===== src/rtl/arith_pkg.sv =====
// Shared definitions for the arithmetic IP set: controller state encoding,
// comparator slice width and the one-hot {L,E,G} result codes.
package arith_pkg;

    // Every wide comparison is built from 2-bit comparator slices.
    localparam int SLICE_W = 2;

    // Sequencing controller states.
    typedef enum logic [1:0] {
        IDLE = 2'd0,
        SCAN = 2'd1,
        DONE = 2'd2
    } state_e;

    // Result vector is packed as {L, E, G}.
    typedef logic [2:0] res_t;

    localparam res_t RES_NONE = 3'b000;
    localparam res_t RES_L    = 3'b100;
    localparam res_t RES_E    = 3'b010;
    localparam res_t RES_G    = 3'b001;

endpackage


===== src/rtl/comp_2.sv =====
// Combinational 2-bit unsigned comparator slice; exactly one of L/E/G is high.
module comp_2 (
    input  logic [1:0] A,
    input  logic [1:0] B,
    output logic       L,
    output logic       E,
    output logic       G
);

    assign L = (A < B);
    assign E = (A == B);
    assign G = (A > B);

endmodule


===== src/rtl/serial_comp_ctrl.sv =====
// Wide unsigned comparator that reuses a single comp_2 slice, scanning the
// registered operands MSB slice first and stopping at the first unequal slice.
module serial_comp_ctrl
    import arith_pkg::*;
#(
    parameter  int WIDTH  = 8,
    localparam int NSLICE = WIDTH / SLICE_W,
    localparam int CW     = $clog2(NSLICE) + 1
) (
    input  logic             clk,
    input  logic             rst_n,
    input  logic             in_valid,
    output logic             in_ready,
    input  logic [WIDTH-1:0] A,
    input  logic [WIDTH-1:0] B,
    output logic             out_valid,
    input  logic             out_ready,
    output logic             L,
    output logic             E,
    output logic             G,
    output logic [CW-1:0]    nslices
);

    // Slice index needs at least one bit even when there is a single slice.
    localparam int IW = (NSLICE > 1) ? $clog2(NSLICE) : 1;

    // Reject operand widths that cannot be split into whole 2-bit slices.
    if ((WIDTH < 2) || ((WIDTH % SLICE_W) != 0)) begin : g_width_check
        $error("serial_comp_ctrl: WIDTH must be even and >= 2");
    end

    state_e           state_q, state_d;
    logic [WIDTH-1:0] a_q, a_d;
    logic [WIDTH-1:0] b_q, b_d;
    logic [IW-1:0]    idx_q, idx_d;
    logic [CW-1:0]    nslices_q, nslices_d;
    res_t             res_q, res_d;

    logic [1:0]       slice_a, slice_b;
    logic             slice_l, slice_e, slice_g;

    // Route the slice selected by idx_q from the registered operands to comp_2.
    always_comb begin
        slice_a = '0;
        slice_b = '0;
        for (int i = 0; i < NSLICE; i++) begin
            if (idx_q == IW'(i)) begin
                slice_a = a_q[SLICE_W*i +: SLICE_W];
                slice_b = b_q[SLICE_W*i +: SLICE_W];
            end
        end
    end

    comp_2 u_comp_2 (
        .A (slice_a),
        .B (slice_b),
        .L (slice_l),
        .E (slice_e),
        .G (slice_g)
    );

    // Next-state, operand capture, slice stepping and result latching.
    // NOTE: every _d signal takes its hold value first so no path leaves it unassigned (no latch).
    always_comb begin
        state_d   = state_q;
        a_d       = a_q;
        b_d       = b_q;
        idx_d     = idx_q;
        nslices_d = nslices_q;
        res_d     = res_q;

        unique case (state_q)
            IDLE: begin
                if (in_valid) begin
                    a_d       = A;
                    b_d       = B;
                    idx_d     = IW'(NSLICE - 1);
                    nslices_d = '0;
                    state_d   = SCAN;
                end
            end

            SCAN: begin
                nslices_d = nslices_q + CW'(1);
                if (slice_l) begin
                    res_d   = RES_L;
                    state_d = DONE;
                end else if (slice_g) begin
                    res_d   = RES_G;
                    state_d = DONE;
                end else if (idx_q == '0) begin
                    // All slices equal down to the LSB slice.
                    res_d   = RES_E;
                    state_d = DONE;
                end else begin
                    idx_d = idx_q - IW'(1);
                end
            end

            DONE: begin
                // Result is held until the consumer takes it; nslices stays
                // visible until the next accept.
                if (out_ready) begin
                    res_d   = RES_NONE;
                    state_d = IDLE;
                end
            end

            default: begin
                state_d = IDLE;
                res_d   = RES_NONE;
            end
        endcase
    end

    // State and datapath registers; reset aborts any operation in flight.
    // NOTE: registers use non-blocking assignments so all update together at the edge.
    always_ff @(posedge clk or negedge rst_n) begin
        if (!rst_n) begin
            state_q   <= IDLE;
            a_q       <= '0;
            b_q       <= '0;
            idx_q     <= '0;
            nslices_q <= '0;
            res_q     <= RES_NONE;
        end else begin
            state_q   <= state_d;
            a_q       <= a_d;
            b_q       <= b_d;
            idx_q     <= idx_d;
            nslices_q <= nslices_d;
            res_q     <= res_d;
        end
    end

    // res_q is only non-zero in DONE, so L/E/G are zero in every other state.
    assign in_ready  = (state_q == IDLE);
    assign out_valid = (state_q == DONE);
    assign {L, E, G} = res_q;
    assign nslices   = nslices_q;

endmodule

===== config.mk =====
export PLATFORM = sky130hd
export DESIGN_NAME = serial_comp_ctrl
export DESIGN_NICKNAME = d
export VERILOG_FILES = /design/src/rtl/arith_pkg.sv /design/src/rtl/comp_2.sv /design/src/rtl/serial_comp_ctrl.sv
export SDC_FILE = /design/constraint.sdc
export NUM_CORES = 1
export LEC_CHECK = 0
export BUFFER_PORTS_ARGS = -buffer_cell sky130_fd_sc_hd__buf_2
export CAP_MARGIN = 20
export CORE_AREA = 2 2 56 58
export CTS_CLUSTER_DIAMETER = 200
export DETAILED_ROUTE_END_ITERATION = 7
export DIE_AREA = 0 0 58 60
export GPL_ROUTABILITY_DRIVEN = 0
export GPL_TIMING_DRIVEN = 0
export PLACE_DENSITY = 0.71
export SKIP_CTS_REPAIR_TIMING = 1
export SKIP_LAST_GASP = 1
export SLEW_MARGIN = 10
export SYNTH_ARGS = -nofsm -noshare
export SYNTH_HDL_FRONTEND = slang
export SYNTH_SLANG_ARGS = --single-unit

===== constraint.sdc =====
create_clock -name clk -period 3.3 [get_ports clk]
set_input_delay 0.66 -clock clk [delete_from_list [all_inputs] [get_ports clk]]
set_output_delay 0.66 -clock clk [all_outputs]
set_load 0.01 [all_outputs]

==> impl_metrics.toml <==
[status]
outcome = "finished, final reports clean"

[synth]
synthesis.instances = 108
yosys-top-cells-area = "dfrtp_1, mux2_4, ha_1"
avgSynthCellArea_um2 = 12.6
yosysMostFrequentCell = "dfrtp_1"
synth_edf_count = 0
synth-main-ff-cell = "dfrtp_1"
postSynthRegisterBits = 26
netlist.area_leader.share_pct = 47.8
yosys_warnings = 0
synth_cell_type_count = 35
synthesis.area_um2 = 1360
netlist_top_cells_count = "dfrtp_1, mux2_4, ha_1, inv_1"
net_count_synth = 135
synth-async-reset-ratio_pct = 100
netlist.top_cell.by_area = "dfrtp_1"
synth-seq-area-share_pct = 47.8

[timing]
final_hold_violating_endpoints = 0
post-route-worst-setup-slack_ps = 700
timing.final.crit_period_ps = 2600
max_freq_mhz = 385
worst_clock_skew_ps = 3.00
final.period_utilization_pct = 78.8
grt_setup_unrepaired = "no"
tns_ps = 0
max_slew.worst_pin.slew_ps = 567
whs_ps = 305
slew_headroom_pct = 62.2
slew_violations = 0
report.final.setup_viol = 0

[place]
post-dp-hpwl_um = 1880
dp_cells = 168
buffers_added_on_ports = 27
dpl-instance-area_um2 = 1540
placement.setup.worst_slack_ps = 757

[cts]
max-clock-path-buffers = 2
clkTransAtPathRegs_ps = 140
cts-root-buf = "clkbuf_4"
ctsHtreeMaxLevel = 1
tritoncts.num_buffers = 3
tritoncts_clock_tree = "done"
clk_latency_ps = 320
clock_sinks = 26

[layout]
layout-drive-gt1-share_pct = 37.7
post-route-util_pct = 53.8
antenna_cells = 0
final_area_um2 = 1560
final_nets = 167
layout.cells.non_filler = 171
synthToLayoutAreaGrowth_pct = 14.6

[drt]
detail_route.first_pass.iterations = 4
initialDrtViolationCount = 31
detail_route.wl_per_cell_um = 14.5
routed_via_density = 5.67
antenna_violating_nets_post_route = 0
detailroute.via_count = 970
post_route_wl_um = 2480
drt_drc_violations_left = 0

[floorplan]
floorplan.io_pins = 28
die_height_um = 60
design.die.area_um2 = 3480
floorplan.initialDensity_pct = 46.9
fp-row-count = 20
coreArea_um2 = 2900
die_width_um = 58

[setup_path]
worstSetupPathType = "flop to flop"
arrival_time_at_the_worst_endpoint_ps = 2830
worst_setup_path_start_kind = "flop"
crit_required_ps = 3530
endpoint_kind = "flop"
crit_path_max_fanout = 5
timing.reg2reg.setup_slack_ps = 700

[worst_hold_path]
min-delay-path-class = "primary input to async pin"

[global_routing]
all_layer_gr_usage_pct = 16.2
number_of_global_route_vias_before_repair = 977
grt_antenna_before_repair = 0
global_route.usage.met2_pct = 29.7
global_route.usage.met3_pct = 2.16
grt_first_pass_wirelength_um = 4280
grt_overflow_total = 0
grt_start_max_net_pins = 27
grt.busiest_layer = "met2"
met1_usage_pct = 19.0

[power]
power_mw = 1.47
max-vdd-ir-drop_v = 0.000454
power.density_cell_area_nw_per_um2 = 944
p_leak_nw = 0.786

[flow_run]
maxCapViolCount = 0
==> state kept, by name, summed over array words and instances, names as in the netlist <==
register / count
a_q: 8
b_q: 8
idx_q: 2
nslices: 3
res_q: 3
state_q: 2
==> logic make-up after synthesis <==
family                   after synthesis  synth area share, %
adder cells (fa/ha/maj)                7                 6.43
buffers and inverters                 11                 5.05
flip-flops                            26                 47.7
AND/OR/NAND/NOR                       22                 10.0
AO/OA/AOI/OAI                         24                 13.3
multiplexers                          18                 17.4
==> layout by cell type, fill, tap and decap left out, types with 2 or more instances in the layout <==
master     instances
buf_2             27
dfrtp_1           26
mux2_4            10
inv_1              7
ha_1               7
nor2b_1            6
mux2_2             6
a21oi_1            5
nand2_1            3
o31ai_1            3
a22o_1             3
clkbuf_4           3
a221oi_1           2
a221o_1            2
a22oi_1            2
nor2_1             2
nand2b_1           2
mux2i_1            2
o2bb2ai_1          2
==> routing by layer <==
layer / wire [um] / up-vias
li1: - / 454
met1: 1090 / 475
met2: 1210 / 36
met3: 131 / 5
met4: 42 / 0
met5: 0 / -
==> worst paths after layout <==
path | startpoint | to | depth (start not counted)
hold / removal | rst_n | res_q[1] | 1
setup reg to reg | idx_q[0] | res_q[0] | 9
setup / recovery | idx_q[0] | res_q[0] | 9
min in group clk | res_q[2] | res_q[2] | 1
max in group asynchronous | rst_n | b_q[2] | 1
hold reg to reg | res_q[2] | res_q[2] | 1
==> worst max-delay path, stage by stage (launching register included) <==
cell and delay [ps]:
dfrtp_1 450, inv_1 110, ha_1 220, nor2b_1 320, a221oi_1 150, o31ai_1 260, ha_1 330, nor2b_1 170
or2_2 300, a22o_1 200
==> report_power, final <==
part	leakage [nW]	total [mW]	switching [mW]	internal, mW
clock network	0.0138	0.138	0.0948	0.0429
logic	0.460	0.783	0.373	0.409
registers	0.312	0.553	0.0935	0.460
==> area by class of cell <==
type / instances / area, um^2
Sequential cell: 26 / 651
Clock buffer: 3 / 22.5
Timing Repair Buffer: 27 / 135
Multi-Input combinational cell: 71 / 643
Buffer: 4 / 42.5
Inverter: 7 / 26.3
Tap cell: 33 / 41.3
Fill cell: 270 / 1340
Power figures use the tool's default switching activity.
